==> src/rtl/cla16_accum_stage.sv <==
// cla16_accum_stage: sums a programmed number of 16-bit adder results into a
// wide accumulator and hands the finished sum, count and overflow flag downstream.
module cla16_accum_stage #(
    parameter int unsigned DATA_W = 16,
    parameter int unsigned ACC_W  = 25,
    parameter int unsigned CNT_W  = 10
) (
    input  logic              clk,
    input  logic              rst_n,
    input  logic              start,
    input  logic [CNT_W-1:0]  len_in,
    input  logic              clear,
    input  logic              in_valid,
    input  logic [DATA_W-1:0] in_data,
    output logic              in_ready,
    output logic              out_valid,
    input  logic              out_ready,
    output logic [ACC_W-1:0]  out_sum,
    output logic [CNT_W-1:0]  out_cnt,
    output logic              out_ovf,
    output logic              busy
);

    localparam int unsigned SUM_W = ACC_W + 1;

    typedef enum logic [1:0] {
        ST_IDLE  = 2'd0,
        ST_ACCUM = 2'd1,
        ST_DONE  = 2'd2
    } state_t;

    state_t             state_q,     state_d;
    logic [ACC_W-1:0]   acc_q,       acc_d;
    logic [CNT_W-1:0]   cnt_q,       cnt_d;
    logic [CNT_W-1:0]   len_q,       len_d;
    logic               ovf_q,       ovf_d;
    logic               in_ready_q,  in_ready_d;
    logic               out_valid_q, out_valid_d;
    logic               busy_q,      busy_d;

    logic [SUM_W-1:0]   sum_c;
    logic [CNT_W-1:0]   cnt_inc_c;

    // Widened add so the carry out of the accumulator is visible for the overflow flag.
    always_comb begin
        sum_c     = SUM_W'(acc_q) + SUM_W'(in_data);
        cnt_inc_c = cnt_q + CNT_W'(1);
    end

    // Next-state and datapath update; clear overrides every other action.
    always_comb begin
        state_d = state_q;
        acc_d   = acc_q;
        cnt_d   = cnt_q;
        len_d   = len_q;
        ovf_d   = ovf_q;

        case (state_q)
            ST_IDLE: begin
                if (start) begin
                    len_d   = len_in;
                    acc_d   = '0;
                    cnt_d   = '0;
                    ovf_d   = 1'b0;
                    state_d = (len_in != '0) ? ST_ACCUM : ST_DONE;
                end
            end
            ST_ACCUM: begin
                if (in_valid) begin
                    acc_d = sum_c[ACC_W-1:0];
                    ovf_d = ovf_q | sum_c[ACC_W];
                    cnt_d = cnt_inc_c;
                    if (cnt_inc_c == len_q) begin
                        state_d = ST_DONE;
                    end
                end
            end
            ST_DONE: begin
                if (out_ready) begin
                    state_d = ST_IDLE;
                end
            end
            default: begin
                state_d = ST_IDLE;
            end
        endcase

        if (clear) begin
            state_d = ST_IDLE;
            acc_d   = '0;
            cnt_d   = '0;
            ovf_d   = 1'b0;
        end
    end

    // Handshake and status flags are registered, decoded from the next state.
    always_comb begin
        in_ready_d  = (state_d == ST_ACCUM);
        out_valid_d = (state_d == ST_DONE);
        busy_d      = (state_d == ST_ACCUM) || (state_d == ST_DONE);
    end

    // State and datapath registers with asynchronous reset.
    always_ff @(posedge clk or negedge rst_n) begin
        if (!rst_n) begin
            state_q     <= ST_IDLE;
            acc_q       <= '0;
            cnt_q       <= '0;
            len_q       <= '0;
            ovf_q       <= 1'b0;
            in_ready_q  <= 1'b0;
            out_valid_q <= 1'b0;
            busy_q      <= 1'b0;
        end else begin
            state_q     <= state_d;
            acc_q       <= acc_d;
            cnt_q       <= cnt_d;
            len_q       <= len_d;
            ovf_q       <= ovf_d;
            in_ready_q  <= in_ready_d;
            out_valid_q <= out_valid_d;
            busy_q      <= busy_d;
        end
    end

    assign in_ready  = in_ready_q;
    assign out_valid = out_valid_q;
    assign busy      = busy_q;
    assign out_sum   = acc_q;
    assign out_cnt   = cnt_q;
    assign out_ovf   = ovf_q;

endmodule

==> config.mk <==
export PLATFORM = sky130hd
export DESIGN_NAME = cla16_accum_stage
export DESIGN_NICKNAME = d
export VERILOG_FILES = /design/src/rtl/cla16_accum_stage.sv
export SDC_FILE = /design/constraint.sdc
export NUM_CORES = 1
export LEC_CHECK = 0
export BUFFER_PORTS_ARGS = -buffer_cell sky130_fd_sc_hd__buf_2
export CAP_MARGIN = 10
export CORE_ASPECT_RATIO = 1.1
export CORE_MARGIN = 2
export CORE_UTILIZATION = 50
export CTS_BUF_LIST = sky130_fd_sc_hd__clkbuf_2
export CTS_CLUSTER_DIAMETER = 120
export DETAILED_ROUTE_END_ITERATION = 7
export MAX_ROUTING_LAYER = met4
export PLACE_DENSITY = 0.74
export SLEW_MARGIN = 20
export SYNTH_ARGS = -nofsm -noshare
export SYNTH_HDL_FRONTEND = slang
export SYNTH_SLANG_ARGS = --single-unit
==> constraint.sdc <==
create_clock -name clk -period 2.9 [get_ports clk]
set_clock_uncertainty 0.05 [all_clocks]
set_input_delay 0.29 -clock clk [delete_from_list [all_inputs] [get_ports clk]]
set_output_delay 0.29 -clock clk [all_outputs]
set_load 0.1 [all_outputs]
==> results_dict.tcl <==
set metrics [dict create \
    cap_violations 0 \
    crit_buf_inv 0 \
    wl_per_cell_um 14.26 \
    synth-compound-area-share 0.2163 \
    synth_top_family_by_area "compound AO/OA/AOI/OAI gates" \
    netlist_instances 357 \
    crit_family "compound AO/OA/AOI/OAI gates" \
    hold_path.class "in2reg" \
    totalWireLength_um 7359 \
    routed-via-count 2901 \
    die-area_um2 7260 \
    layout-drive-gt1-share 0.2465 \
    total_leakage_power_uw 0.001821 \
    min_period_ns 2.605 \
    ys_seq_area_frac 0.3871 \
    num_rows 31 \
    clk_pin_slew_worst_paths_ns 0.28 \
    hold_buffers 6 \
    final_cell_mix "buf_2 (69), dfrtp_1 (48), nand2_1 (47)" \
    fin_crit_sh 0.8983 \
    finalPower_uw 1544 \
    syn_nets 409 \
    r2r_setup_slack_ns 0.29 \
    yosysUniqueCellTypes 62 \
    power_density_nw_per_um2 399.3 \
    drc_errors 0 \
    setup_viol 0 \
    drv_slew 0 \
    cts-root-buf "clkbuf_2" \
    r2r-start "out_sum[0]" \
    seq_area_um2 1280 \
    critical_path.slowest_cell "dfrtp_2" \
    layout_setup_ws_ns 0.2949 \
    synth-simple-area-share 0.1795 \
    hold_start "len_in[6]" \
    irDropWorstVdd_mv 0.2587 \
    rsz0062_at_grt "no" \
    max_freq_mhz 383.9 \
    die_w_um 81.43 \
    grt_pass1_wl_um 12430 \
    max_stage_delay_ns 0.47 \
    critical_path_class "reg2reg" \
    dr.pass1.iters 4 \
    worstMarginPinSlew_ns 0.5713 \
    synth.top_cells.by_area "dfrtp_1 (39%), ha_1 (7.2%), o21ai_0 (5.6%)" \
    yosysTopAreaCell "dfrtp_1" \
    cts_made_buffers 5 \
    timing.rr.end "out_sum[14]" \
    cts.sinks 51 \
    layout_commonest_cell "buf_2" \
    cts_max_level 2 \
    num_antenna_cells 0 \
    io_pins 71 \
    critPathLaunchType "register" \
    ys_ff_latch 51 \
    status "completed" \
    grt_max_degree 45 \
    netlist_area_um2 3297 \
    crit_arrival_ns 2.95 \
    core-area_um2 6477 \
    cts_buffer_depth 2 \
    grt_use_total 0.2253 \
    drt_iter0_markers 81 \
    portBuffers 70 \
    cts_tree "built" \
    synth_fa_ha_area_frac 0.07818 \
    place_ws_ns 0.2956 \
    grt_pass1_vias 2796 \
    synth_edf_count 0 \
    overflow 0 \
    area_growth_pct 17.27 \
    cts_setup_buffers 0 \
    clock_latency_ns 0.46 \
    ant_nets 0 \
    fin_nets 485 \
    layout.cells.non_filler 516 \
    multi_input_area_um2 1926 \
    synth_top_area_frac 0.3871 \
    place.gp.congestion 0.8992 \
    yosys_warnings 0 \
    crit_fanout 5 \
    hpwl_um 5546 \
    setup-tns-final_ns 0 \
    avgSynthCellArea_um2 9.235 \
    finalHoldViolCount 0 \
    ys.flop_type "dfrtp_1" \
    viasPerCell 5.622 \
    slew_headroom 0.6192 \
    min_delay_path_depth 2 \
    ctsResizeCount 0 \
    holdWs_ns 0.04852 \
    r2r_cells 8 \
    end_kind "register" \
    initial_core_util 0.5090 \
    antenna_found_initial 0 \
    synthMuxAreaShare 0.03833 \
    fill_cells 596 \
    place_inst 501 \
    synth_xor_xnor_area_share 0.07173 \
    crit_chain "ha_1 > fa_1 > a211oi_2 > o21ai_1 > o2111ai_1 > a21oi_1 > or3_1 > a32o_1" \
    die_y_um 89.17 \
    worstHoldEndpoint "len_q[6]" \
    async_flop_share 1.000 \
    worst_ep_required_time_ns 3.25 \
]
[layout make-up]
cell class | instances | area share
multi-input combinational | 284 | 0.4981
sequential | 51 | 0.3311
timing repair buffer | 82 | 0.1191
tap | 82 | 0.02654
clock inverter | 3 | 0.01003
inverter | 9 | 0.008738
clock buffer | 5 | 0.006472
[logic make-up (layout without fill, tap and decap cells)]
group,count (synthesis),count (layout)
compound gates,109,109
mux,11,11
flops,51,51
buf+inv,22,99
xor+xnor,27,27
simple gates,117,117
fa+ha+maj,20,20
[Yosys cell counts (2+ instances only)]
| master | instances |
|---|---|
| nor3_1 | 3 |
| dfrtp_1 | 51 |
| o211ai_1 | 3 |
| a31oi_1 | 2 |
| a21o_1 | 5 |
| nor2b_1 | 3 |
| o22ai_1 | 2 |
| buf_2 | 4 |
| o2111ai_1 | 2 |
| or3_1 | 6 |
| a21oi_1 | 23 |
| ha_1 | 19 |
| a211oi_1 | 2 |
| a311oi_1 | 2 |
| a211o_1 | 3 |
| o311ai_0 | 2 |
| o21ai_0 | 37 |
| a22o_1 | 3 |
| clkbuf_1 | 7 |
| mux2_2 | 9 |
| nor4_1 | 5 |
| nand2b_1 | 3 |
| nand4_1 | 3 |
| o21a_1 | 7 |
| nand2_1 | 47 |
| inv_1 | 9 |
| o31ai_1 | 3 |
| xnor2_1 | 15 |
| nand3_1 | 11 |
| and3_1 | 6 |
| xor2_1 | 12 |
| nor2_1 | 17 |
| o21ai_1 | 2 |
[metal layers]
| layer | vias up | GRT usage | wire length (µm) |
|---|---|---|---|
| met5 | - | - | 0 |
| met4 | 0 | 0.06009 | 95 |
| met3 | 8 | 0.03838 | 338 |
| met2 | 69 | 0.3882 | 3717 |
| met1 | 1376 | 0.2724 | 3207 |
| li1 | 1448 | - | - |
[how the worst max path moves through the flow]
stage	endpoint	cells past startpoint	startpoint
after floorplan	busy	9	out_cnt[2]
final	out_sum[14]	8	out_sum[0]
after detailed placement	out_sum[14]	9	in_data[0]
after CTS	out_sum[14]	8	out_sum[0]
after global routing	out_sum[14]	8	out_sum[0]
after global placement	out_sum[14]	9	in_data[0]
[sequential cells by signal, indices dropped and copies added, names as in the netlist]
register	count
out_ovf	1
out_cnt	10
state_q	2
in_ready	1
len_q	10
out_sum	25
busy	1
out_valid	1
[report_power, final]
part           switching (µW)  internal, µW  leakage, µW
Combinational             247           139      0.00110
Sequential               31.7           747     0.000677
Clock                     237           142    0.0000404
[worst register-to-register path: cells and delay by family, from the launching register on]
kind / cells / cell delay (ns)
AOI/OAI and AO/OA: 5 / 1.01
adders and majority gates: 2 / 0.69
DFF: 1 / 0.47
and+or+nand+nor: 1 / 0.32
[stage by stage]
stage                       util  instance area, µm²
final                     0.5969                3866
after global routing      0.5969                3866
after CTS                 0.5949                3854
after detailed placement  0.5758                3730
after global placement    0.5758                3730
after floorplan                -                3301
(Power assumes the default switching activity.)
